--- config.mk ---
export PLATFORM = sky130hd
export DESIGN_NAME = mem_port_arbiter
export DESIGN_NICKNAME = d
export VERILOG_FILES = /design/src/rtl/mem_port_arbiter_pkg.sv /design/src/rtl/mem_port_arbiter_pick.sv /design/src/rtl/mem_port_arbiter.sv
export SDC_FILE = /design/constraint.sdc
export NUM_CORES = 1
export LEC_CHECK = 0
export BUFFER_PORTS_ARGS = -buffer_cell sky130_fd_sc_hd__buf_2
export CORE_ASPECT_RATIO = 0.75
export CORE_MARGIN = 2
export CORE_UTILIZATION = 40
export DETAILED_ROUTE_END_ITERATION = 7
export GPL_ROUTABILITY_DRIVEN = 0
export GPL_TIMING_DRIVEN = 0
export PLACE_DENSITY_LB_ADDON = 0.08
export RECOVER_POWER = 100
export SYNTH_ARGS = -nofsm -noshare
export SYNTH_HDL_FRONTEND = slang
export SYNTH_HIERARCHICAL = 1
export SYNTH_SLANG_ARGS = --single-unit
--- constraint.sdc ---
create_clock -name clock -period 3.6 [get_ports clock]
set_input_delay 0.72 -clock clock [delete_from_list [all_inputs] [get_ports clock]]
set_output_delay 0.72 -clock clock [all_outputs]
set_load 0.1 [all_outputs]
--- src/rtl/mem_port_arbiter_pkg.sv ---
// mem_port_arbiter_pkg: shared encodings for the unified memory port arbiter.
// Holds FSM states, access owners and the mem_op_length codes.
package mem_port_arbiter_pkg;

    typedef enum logic [1:0] {
        ARB_IDLE    = 2'd0,
        ARB_ACCESS  = 2'd1,
        ARB_RESPOND = 2'd2
    } arb_state_e;

    typedef enum logic {
        ARB_OWNER_IF = 1'b0,
        ARB_OWNER_DM = 1'b1
    } arb_owner_e;

    localparam logic [2:0] MEM_BYTE   = 3'd0;
    localparam logic [2:0] MEM_HALF   = 3'd1;
    localparam logic [2:0] MEM_WORD   = 3'd2;
    localparam logic [2:0] MEM_BYTE_U = 3'd4;
    localparam logic [2:0] MEM_HALF_U = 3'd5;

    localparam int ARB_CNT_W = 4;

endpackage

--- src/rtl/mem_port_arbiter_pick.sv ---
// arb_pick: combinational winner selection for the memory port.
// In: if_req, dm_req, streak_full. Out: grant_valid, grant_owner.
module arb_pick
    import mem_port_arbiter_pkg::*;
(
    input  logic       if_req,
    input  logic       dm_req,
    input  logic       streak_full,
    output logic       grant_valid,
    output arb_owner_e grant_owner
);

    // Data wins unless fetch has waited through a full data streak.
    assign grant_valid = if_req | dm_req;
    assign grant_owner = (dm_req && !(if_req && streak_full))
                         ? ARB_OWNER_DM : ARB_OWNER_IF;

endmodule

--- src/rtl/mem_port_arbiter.sv ---
// mem_port_arbiter: shares one fixed-latency memory port between IF and MEM.
// Ports: if_* fetch side, dm_* data side, mem_* memory side, busy status.
// Build option ARB_STATS_EN adds saturating grant/conflict counters.
module mem_port_arbiter
    import mem_port_arbiter_pkg::*;
#(
    parameter int MEM_LATENCY     = 2,
    parameter int MAX_DATA_STREAK = 4
) (
    input  logic        clock,
    input  logic        reset_n,
    input  logic        if_req,
    input  logic [31:0] if_address,
    output logic        if_ready,
    output logic [31:0] if_rdata,
    input  logic        dm_req,
    input  logic        dm_write,
    input  logic [31:0] dm_address,
    input  logic [31:0] dm_wdata,
    input  logic [2:0]  dm_length,
    output logic        dm_ready,
    output logic [31:0] dm_rdata,
    output logic        mem_enable,
    output logic        mem_write,
    output logic [31:0] mem_address,
    output logic [31:0] mem_wdata,
    output logic [2:0]  mem_length,
    input  logic [31:0] mem_rdata,
    output logic        busy
`ifdef ARB_STATS_EN
    ,
    output logic [31:0] stat_if_grants,
    output logic [31:0] stat_dm_grants,
    output logic [31:0] stat_conflicts
`endif
);

    arb_state_e           state_q, state_d;
    arb_owner_e           owner_q, grant_owner;
    logic                 grant_valid;
    logic                 grant_fire;
    logic                 access_done;
    logic                 streak_full;
    logic [ARB_CNT_W-1:0] lat_q;
    logic [ARB_CNT_W-1:0] streak_q;

    assign streak_full = (streak_q == ARB_CNT_W'(MAX_DATA_STREAK));
    assign busy        = (state_q != ARB_IDLE);

    arb_pick u_pick (
        .if_req      (if_req),
        .dm_req      (dm_req),
        .streak_full (streak_full),
        .grant_valid (grant_valid),
        .grant_owner (grant_owner)
    );

    always_ff @(posedge clock or negedge reset_n) begin
        if (!reset_n) state_q <= ARB_IDLE;
        else          state_q <= state_d;
    end

    always_comb begin
        state_d     = state_q;
        grant_fire  = 1'b0;
        access_done = 1'b0;
        unique case (state_q)
            ARB_IDLE: begin
                if (grant_valid) begin
                    grant_fire = 1'b1;
                    state_d    = ARB_ACCESS;
                end
            end
            ARB_ACCESS: begin
                // lat_q == 1 means this decrement reaches zero.
                if (lat_q == ARB_CNT_W'(1)) begin
                    access_done = 1'b1;
                    state_d     = ARB_RESPOND;
                end
            end
            ARB_RESPOND: state_d = ARB_IDLE;
            default:     state_d = ARB_IDLE;
        endcase
    end

    always_ff @(posedge clock or negedge reset_n) begin
        if (!reset_n) begin
            owner_q     <= ARB_OWNER_IF;
            lat_q       <= '0;
            streak_q    <= '0;
            mem_enable  <= 1'b0;
            mem_write   <= 1'b0;
            mem_address <= '0;
            mem_wdata   <= '0;
            mem_length  <= '0;
            if_ready    <= 1'b0;
            dm_ready    <= 1'b0;
            if_rdata    <= '0;
            dm_rdata    <= '0;
        end else begin
            mem_enable <= grant_fire;
            if_ready   <= access_done && (owner_q == ARB_OWNER_IF);
            dm_ready   <= access_done && (owner_q == ARB_OWNER_DM);

            if (grant_fire) begin
                owner_q <= grant_owner;
                lat_q   <= ARB_CNT_W'(MEM_LATENCY);
                if (grant_owner == ARB_OWNER_DM) begin
                    mem_address <= dm_address;
                    mem_wdata   <= dm_wdata;
                    mem_length  <= dm_length;
                    mem_write   <= dm_write;
                end else begin
                    mem_address <= if_address;
                    mem_wdata   <= '0;
                    mem_length  <= MEM_WORD;
                    mem_write   <= 1'b0;
                end
            end else if (state_q == ARB_ACCESS) begin
                lat_q <= lat_q - ARB_CNT_W'(1);
            end

            // Stores leave dm_rdata holding the last load result.
            if (access_done) begin
                if (owner_q == ARB_OWNER_IF) if_rdata <= mem_rdata;
                else if (!mem_write)         dm_rdata <= mem_rdata;
            end

            if (!if_req) begin
                streak_q <= '0;
            end else if (grant_fire) begin
                if (grant_owner == ARB_OWNER_IF) streak_q <= '0;
                else if (!streak_full)           streak_q <= streak_q + ARB_CNT_W'(1);
            end
        end
    end

`ifdef ARB_STATS_EN
    always_ff @(posedge clock or negedge reset_n) begin
        if (!reset_n) begin
            stat_if_grants <= '0;
            stat_dm_grants <= '0;
            stat_conflicts <= '0;
        end else begin
            if (if_req && dm_req && stat_conflicts != '1)
                stat_conflicts <= stat_conflicts + 32'd1;
            if (grant_fire && grant_owner == ARB_OWNER_IF && stat_if_grants != '1)
                stat_if_grants <= stat_if_grants + 32'd1;
            if (grant_fire && grant_owner == ARB_OWNER_DM && stat_dm_grants != '1)
                stat_dm_grants <= stat_dm_grants + 32'd1;
        end
    end
`endif

endmodule

==> flow_metrics.env, run 1 <==
export IMPL_cts_hold_repair_buffers=0
export IMPL_cp_num_buf_inv=3
export IMPL_cp_max_fo=10
export IMPL_max_stage_delay_ps=600
export IMPL_grt_pass1_vias=4923
export IMPL_viasPerCell=4.73
export IMPL_postRouteAntennaNets=0
export IMPL_fin_tns_setup_ps=0
export IMPL_synth_cell_types=37
export IMPL_crit_chain="inv_1 > ha_1 > and3b_1 > a21boi_0 > clkbuf_1 > clkbuf_1 > mux2i_1 > o21ai_0"
export IMPL_ctsResizeCount=0
export IMPL_grt_max_degree=91
export IMPL_clock_skew_ps=5.42
export IMPL_slew_headroom=-0.505
export IMPL_grt_pass1_wl_um=25200
export IMPL_post_cts_setup_buffers=0
export IMPL_synthXorXnorAreaFrac=0.00144
export IMPL_synth_main_ff_cell="dfrtp_1"
export IMPL_async_flop_share=1.00
export IMPL_worstMarginPinSlew_ps=2260
export IMPL_dr_pass1_iters=4
export IMPL_setup_viol=0
export IMPL_areaGrowthSynthToFinish_pct=30.0
export IMPL_wire_per_inst_um=15.2
export IMPL_fp_dieArea_um2=16200
export IMPL_required_ps=3880
export IMPL_clk_latency_ps=410
export IMPL_worstSetupEndpointType="register"
export IMPL_utilization=0.539
export IMPL_synth_nets=642
export IMPL_synth_edf_count=0
export IMPL_grt_antenna_before_repair=0
export IMPL_min_period_ps=2760
export IMPL_reg2reg_slack_ps=840
export IMPL_drc=0
export IMPL_rsz0062_at_grt="false"
export IMPL_yosysTopAreaCell="dfrtp_1"
export IMPL_synth_compound_area_share=0.0377
export IMPL_core_area_um2=14600
export IMPL_max_freq_mhz=362
export IMPL_cts_tree="yes"
export IMPL_routed_wl_um=15300
export IMPL_die_height_um=111
export IMPL_hold_worst_slack_ps=465
export IMPL_antenna_cells=0
export IMPL_yosys_warnings=6
export IMPL_hold_viol=0
export IMPL_fin_crit_sh=0.767
export IMPL_num_vias=4756
export IMPL_muxShareOfSynthArea=0.192
export IMPL_clock_sinks=146
export IMPL_root_buffer="clkbuf_16"
export IMPL_cts_reportedPaths_clkPinSlew_ps=60
export IMPL_die_w_um=146
export IMPL_synth_fa_ha_area_frac=0.00825
export IMPL_worstSetupPathType="reg -> reg"
export IMPL_synth_top_family_by_area="multiplexers"
export IMPL_hpwl_um=11500
export IMPL_holdPathEnd="mem_wdata[12]"
export IMPL_regToRegEndpoint="mem_address[20]"
export IMPL_cts_made_buffers=17
export IMPL_fin_nets=933
export IMPL_run_status="finished with violations"
export IMPL_cpLargestDelayFamily="buffers and inverters"
export IMPL_drv_cap=1
export IMPL_netlist_instances=502
export IMPL_ios=272
export IMPL_stdcell_count=1005
export IMPL_netlist_area_leader_share=0.602
export IMPL_netlist_area_um2=6070
export IMPL_gr_usage_all_layers=0.197
export IMPL_synthTopCellsByCount="dfrtp_1 (146), nand2_1 (113), nand3_1 (38)"
export IMPL_violations="max-capacitance violations, max-slew violations"
export IMPL_cpMostUsedCell="clkbuf_1"
export IMPL_drv_slew=90
export IMPL_synth_seq_cells=146
export IMPL_syn_area_per_cell_um2=12.1
export IMPL_synthSimpleGateAreaFrac=0.124
export IMPL_clock_path_buffers=2
export IMPL_initial_core_util=0.414
export IMPL_synth_most_common_cell="dfrtp_1"
export IMPL_drive_gt1_frac=0.255
export IMPL_hp_start="mem_wdata[12]"
export IMPL_worstPathArrival_ps=3040
export IMPL_htreeDepth=4
export IMPL_worstRegToRegCells=8
export IMPL_ys_top_cells_by_area="dfrtp_1 (60%), mux2_4 (7.4%), nand2_1 (7.0%)"
export IMPL_synth_seq_area_share=0.602
export IMPL_min_path_type="reg -> reg"
export IMPL_whs_path_depth=2
export IMPL_fp_row_count=38
export IMPL_slowest_stage="clkbuf_1"
export IMPL_placed_cells=974
export IMPL_critPathLaunchType="register"
export IMPL_drt_initial_drc_count=281
export IMPL_port_buffers=271
export IMPL_r2r_start="streak_q[0]"
export IMPL_overflow=0
layout make-up:
cell class / count / area [µm²]
buffer: 33 / 124
timing repair buffer: 272 / 1210
sequential: 146 / 3650
tap: 200 / 250
clock buffer: 18 / 439
inverter: 7 / 26.3
fill: 1447 / 6760
multi-input combinational: 316 / 2090
clock inverter: 13 / 88.8
routing by layer:
| metal | global-route usage | share of wire | vias to the layer above |
|---|---|---|---|
| li1 | - | - | 2279 |
| met1 | 0.253 | 0.44 | 2280 |
| met2 | 0.315 | 0.47 | 181 |
| met3 | 0.0683 | 0.078 | 16 |
| met4 | 0.0634 | 0.016 | 0 |
| met5 | 0 | 0 | - |
worst max path at each step:
stage	startpoint	endpoint	slack, ps	cells after the start
floorplan	streak_q[0]	streak_q[2]	1350	8
global route	streak_q[0]	mem_address[15]	530	8
detailed placement	if_req	lat_q[1]	780	7
finish	streak_q[0]	mem_address[20]	840	8
CTS	streak_q[0]	mem_address[13]	790	8
global placement	reset_n	mem_wdata[8]	-240	1
through the flow:
step           area [µm²]  setup WS, ps
5_1_grt              7890           532
2_1_floorplan        6070          1350
3_5_place_dp         7710           784
4_1_cts              8240           787
3_3_place_gp         7680          -242
6_report             7890           839
placed cells by master (no fill, tap or decap), types with 2 or more instances in the layout:
master,n
buf_2,133
clkinv_2,6
mux2_4,3
nand3b_1,2
nand2_1,113
inv_1,6
mux2_2,33
mux2i_1,33
nor2_1,4
ha_1,4
clkbuf_16,17
clkbuf_1,170
mux2_1,28
o22ai_1,2
o21ai_0,34
o211ai_1,2
a21oi_1,2
nand3_1,38
clkinv_4,3
nand4_1,2
dfrtp_1,146
clkinvlp_4,2
inv_6,2
logic make-up after synthesis:
| logic type | after synthesis |
|---|---|
| AND/OR/NAND/NOR | 171 |
| flip-flops | 146 |
| multiplexers | 97 |
| AO/OA/AOI/OAI | 43 |
| buffers and inverters | 40 |
| adder cells (fa/ha/maj) | 4 |
| XOR/XNOR | 1 |
sequential cells by signal, summed over array words and instances (netlist names):
signal	flops
dm_rdata	32
if_rdata	32
mem_address	32
mem_wdata	32
lat_q	4
streak_q	4
mem_length	3
state_q	2
dm_ready	1
if_ready	1
mem_enable	1
mem_write	1
owner_q	1
worst reg2reg max path, cell delays in order (launching register included):
cell	delay, ps
dfrtp_1	400
inv_1	80
ha_1	220
and3b_1	200
a21boi_0	210
clkbuf_1	550
clkbuf_1	600
mux2i_1	290
o21ai_0	90
Power of run 1 is not shown: default switching activity piles up to over one toggle a cycle in this logic, so the estimate is an artifact.
==> inputs of run 2 (changes only) <==
- clock period: 3.6 -> 2.3 ns (I/O delays scaled with it)
==> run 2 against run 1 <==
The flow now finishes without violations. Clock skew is 2.1 ps higher. Utilization is 2.9 points higher. Die area did not move. Non-clock buffer count increased by 6. Sequential share of layout area down 2.3 points. Hold slack lost 190 ps. Global-route usage unchanged. Cell count rose by 0.60%. Highest routed layer unchanged.
==> flow_metrics.env, run 2 (synthesis gave the netlist of run 1 again) <==
export IMPL_run_status="completed"
export IMPL_clk_latency_ps=410
export IMPL_num_vias=4797
export IMPL_initial_core_util=0.414
export IMPL_regToRegEndpoint="dm_rdata[24]"
export IMPL_htreeDepth=4
export IMPL_fp_dieArea_um2=16200
export IMPL_routed_wl_met2_um=7440
export IMPL_postRouteAntennaNets=0
export IMPL_wl_met3_um=1090
export IMPL_clock_sinks=146
export IMPL_overflow=0
export IMPL_dr_pass1_iters=4
export IMPL_fin_nets=939
export IMPL_grt_antenna_before_repair=0
export IMPL_port_buffers=271
export IMPL_worstPathArrival_ps=2570
export IMPL_routed_wl_um=15500
export IMPL_cts_made_buffers=17
export IMPL_final_common_cell="buf_2"
export IMPL_max_freq_mhz=439
export IMPL_cts_hold_repair_buffers=0
export IMPL_ios=272
export IMPL_core_area_um2=14600
export IMPL_rsz0062_at_grt="true"
export IMPL_slew_headroom=0.185
export IMPL_wirelength_met1_um=6760
export IMPL_hold_viol=0
export IMPL_drv_cap=0
export IMPL_grt_max_degree=91
export IMPL_reg2reg_slack_ps=20
export IMPL_required_ps=2590
export IMPL_r2r_start="lat_q[1]"
export IMPL_worstSetupEndpointType="register"
export IMPL_utilization=0.567
export IMPL_drt_initial_drc_count=250
export IMPL_drive_gt1_frac=0.485
export IMPL_grt_pass1_vias=4923
export IMPL_cts_reportedPaths_clkPinSlew_ps=60
export IMPL_areaGrowthSynthToFinish_pct=36.9
export IMPL_fin_crit_sh=0.989
export IMPL_drc=0
export IMPL_grt_pass1_wl_um=25200
export IMPL_min_path_type="in -> reg"
export IMPL_worstMarginPinSlew_ps=1220
export IMPL_placed_cells=974
export IMPL_cp_max_fo=10
export IMPL_wire_per_inst_um=15.3
export IMPL_hpwl_um=11500
export IMPL_stdcell_count=1011
export IMPL_critPathLaunchType="register"
export IMPL_holdPathEnd="mem_wdata[7]"
export IMPL_drv_slew=0
export IMPL_viasPerCell=4.74
export IMPL_die_w_um=146
export IMPL_worstSetupPathType="reg -> reg"
export IMPL_cts_tree="yes"
export IMPL_clock_skew_ps=7.48
export IMPL_setup_viol=0
export IMPL_min_period_ps=2280
export IMPL_root_buffer="clkbuf_16"
export IMPL_layout_common_cells="buf_2 (272), dfrtp_1 (145), nand2_1 (113)"
export IMPL_hp_start="dm_wdata[7]"
export IMPL_die_height_um=111
export IMPL_clock_path_buffers=2
export IMPL_fp_row_count=38
export IMPL_gr_usage_all_layers=0.197
export IMPL_antenna_cells=0
export IMPL_whs_path_depth=3
export IMPL_worstRegToRegCells=6
export IMPL_top_layer_used="met4"
[run 2: changes by cell type in the layout (fill, tap and decap cells not counted), sizes merged]
cell,change
clkbuf,-144
buf,+150
[run 2: worst max-delay path by stage]
stage	from	cells past startpoint	endpoint	slack, ps
6_report	lat_q[1]	6	dm_rdata[24]	20
5_1_grt	lat_q[1]	6	dm_rdata[25]	-20
4_1_cts	lat_q[1]	6	if_rdata[10]	10
3_5_place_dp	streak_q[0]	8	mem_address[20]	-510
3_3_place_gp	reset_n	1	mem_wdata[10]	-1280
2_1_floorplan	streak_q[0]	8	streak_q[2]	50
[run 2: routing by layer]
| layer | vias up | track usage |
|---|---|---|
| met5 | - | 0 |
| li1 | 2299 | - |
| met2 | 172 | 0.315 |
| met3 | 12 | 0.0683 |
| met1 | 2314 | 0.253 |
| met4 | 0 | 0.0634 |
[run 2: final cells by class]
cell class	count	area [µm²]
Fill cell	1338	6330
Sequential cell	146	3650
Multi-Input combinational cell	316	2220
Timing Repair Buffer	279	1440
Clock buffer	18	439
Tap cell	200	250
Buffer	32	189
Clock inverter	13	88.8
Inverter	7	26.3
[run 2: through the flow]
step / hold slack, ps / instance area (µm²) / setup TNS (ps) / worst slack [ps]
final: 273 / 8310 / 0 / 24.4
after global routing: 261 / 8310 / -301 / -20.6
after CTS: 146 / 8250 / 0 / 10.4
after detailed placement: 451 / 7710 / -17110 / -515
after global placement: 447 / 7680 / -200420 / -1280
after floorplan: 164 / 6070 / 0 / 49.5
[run 2: what timing repair did]
item	in CTS	in global routing
setup endpoints to repair	59	88
gates cloned	0	1
resized for setup	5	12
pin swaps	0	1
setup buffers	0	6
[run 2: critical path, stage by stage (launching register included)]
cell and delay [ps]:
dfrtp_1 390, inv_2 80, ha_4 120, or3b_4 390, or4b_4 670, buf_12 200, mux2_4 300
Power of run 2 is left out for the same reason.
==> inputs of run 3 (changes only) <==
- CORE_ASPECT_RATIO: 0.75 -> 2
- CTS_CLUSTER_SIZE: not set -> 16
==> run 3 against run 2 <==
Count of clock-buffer cells in the layout is 1 higher. Maximum frequency is 0.93% higher. Setup slack better by 21 ps. Largest cell class unchanged. Flip-flop and latch count did not move. Sequential share of layout area decreased by 0.36 points.
==> flow_metrics.env, run 3 (synthesis gave the netlist of run 1 again) <==
export IMPL_areaGrowthSynthToFinish_pct=38.0
export IMPL_cts_reportedPaths_clkPinSlew_ps=60
export IMPL_grt_pass1_wl_um=25300
export IMPL_routed_wl_um=15800
export IMPL_num_vias=4806
export IMPL_worstPathArrival_ps=2550
export IMPL_max_freq_mhz=444
export IMPL_drive_gt1_frac=0.476
export IMPL_hold_worst_slack_ps=263
export IMPL_gr_usage_all_layers=0.198
export IMPL_fin_crit_sh=0.980
export IMPL_die_height_um=178
export IMPL_critPathLaunchType="register"
export IMPL_min_period_ps=2250
export IMPL_final_common_cell="dfrtp_1"
export IMPL_rsz0062_at_grt="true"
export IMPL_layout_common_cells="dfrtp_1 (146), clkbuf_2 (141), buf_2 (134)"
export IMPL_worstSetupPathType="reg -> reg"
export IMPL_viasPerCell=4.80
export IMPL_worstSetupEndpointType="register"
export IMPL_wire_per_inst_um=15.8
export IMPL_grt_max_degree=100
export IMPL_core_area_um2=14800
export IMPL_cts_tree="yes"
export IMPL_antenna_cells=0
export IMPL_drv_slew=0
export IMPL_hold_viol=0
export IMPL_clk_latency_ps=410
export IMPL_htreeDepth=4
export IMPL_cp_max_fo=10
export IMPL_setup_viol=0
export IMPL_min_path_type="in -> reg"
export IMPL_clock_skew_ps=6.40
export IMPL_grt_antenna_before_repair=0
export IMPL_fin_nets=934
export IMPL_drt_initial_drc_count=141
export IMPL_ios=272
export IMPL_overflow=0
export IMPL_postRouteAntennaNets=0
export IMPL_root_buffer="clkbuf_16"
export IMPL_drc=0
export IMPL_worstMarginPinSlew_ps=1210
export IMPL_hpwl_um=12100
export IMPL_dr_pass1_iters=4
export IMPL_clock_path_buffers=2
export IMPL_utilization=0.565
export IMPL_required_ps=2590
export IMPL_fp_dieArea_um2=16200
export IMPL_run_status="completed"
export IMPL_fp_row_count=63
export IMPL_grt_pass1_vias=5188
export IMPL_drv_cap=0
export IMPL_initial_core_util=0.410
export IMPL_port_buffers=271
export IMPL_cts_made_buffers=17
export IMPL_slew_headroom=0.190
export IMPL_clock_sinks=146
export IMPL_die_w_um=91.1
export IMPL_reg2reg_slack_ps=50
-- run 3: cell types whose count changed in the layout (fill, tap and decap cells not counted), moves of 2 or more --
| cell | previous run | this run |
|---|---|---|
| clkbuf_2 | 2 | 141 |
| buf_2 | 272 | 134 |
| buf_4 | 8 | 2 |
| bufinv_16 | 0 | 5 |
| clkinv_2 | 6 | 1 |
| clkbuf_4 | 4 | 0 |
| buf_6 | 0 | 2 |
-- run 3: timing repair --
item	in CTS	in global routing
gates resized for setup	7	8
buffers inserted	0	0
endpoints found under the hold margin	46	0
endpoints found under the setup margin	64	89
hold buffers	1	0
-- run 3: cell type report --
type / instances / area [µm²]
Inverter: 7 / 26.3
Multi-Input combinational cell: 316 / 2210
Clock inverter: 12 / 205
Tap cell: 195 / 244
Buffer: 33 / 196
Clock buffer: 19 / 453
Sequential cell: 146 / 3650
Timing Repair Buffer: 273 / 1390
Fill cell: 1357 / 6440
-- run 3: per-stage QoR --
stage / area (µm²) / cells / worst slack (ps) / TNS, ps
6_report: 8380 / 1001 / 45.4 / 0
5_1_grt: 8380 / 1001 / -3.02 / -4.21
4_1_cts: 8380 / 1001 / 9.26 / 0
3_5_place_dp: 7700 / 969 / -595 / -16470
3_3_place_gp: 7670 / 968 / -1310 / -202580
2_1_floorplan: 6070 / 502 / 49.5 / 0
-- run 3: metal layers --
layer | share of wire | track usage | vias to the layer above
li1 | - | - | 2273
met5 | 0 | 0 | -
met3 | 0.050 | 0.0507 | 30
met1 | 0.36 | 0.200 | 2322
met4 | 0.027 | 0.0833 | 0
met2 | 0.56 | 0.377 | 181
-- run 3: critical path, stage by stage, from the launching register on --
cell     delay [ps]
dfrtp_1         400
inv_2            70
ha_1            120
or3b_4          410
or4b_4          520
buf_6           160
buf_8           150
mux2_4          300
-- run 3: path summary, 6_finish.rpt --
kind	startpoint	endpoint	depth (start not counted)
worst max-delay path	lat_q[1]	dm_rdata[23]	7
worst max register to register	lat_q[1]	dm_rdata[23]	7
worst min-delay path	dm_wdata[30]	mem_wdata[30]	3
worst min register to register	mem_wdata[16]	mem_wdata[16]	2
min in group asynchronous	reset_n	if_rdata[20]	2
max in group asynchronous	reset_n	mem_wdata[23]	3
Power of run 3 is left out for the same reason.
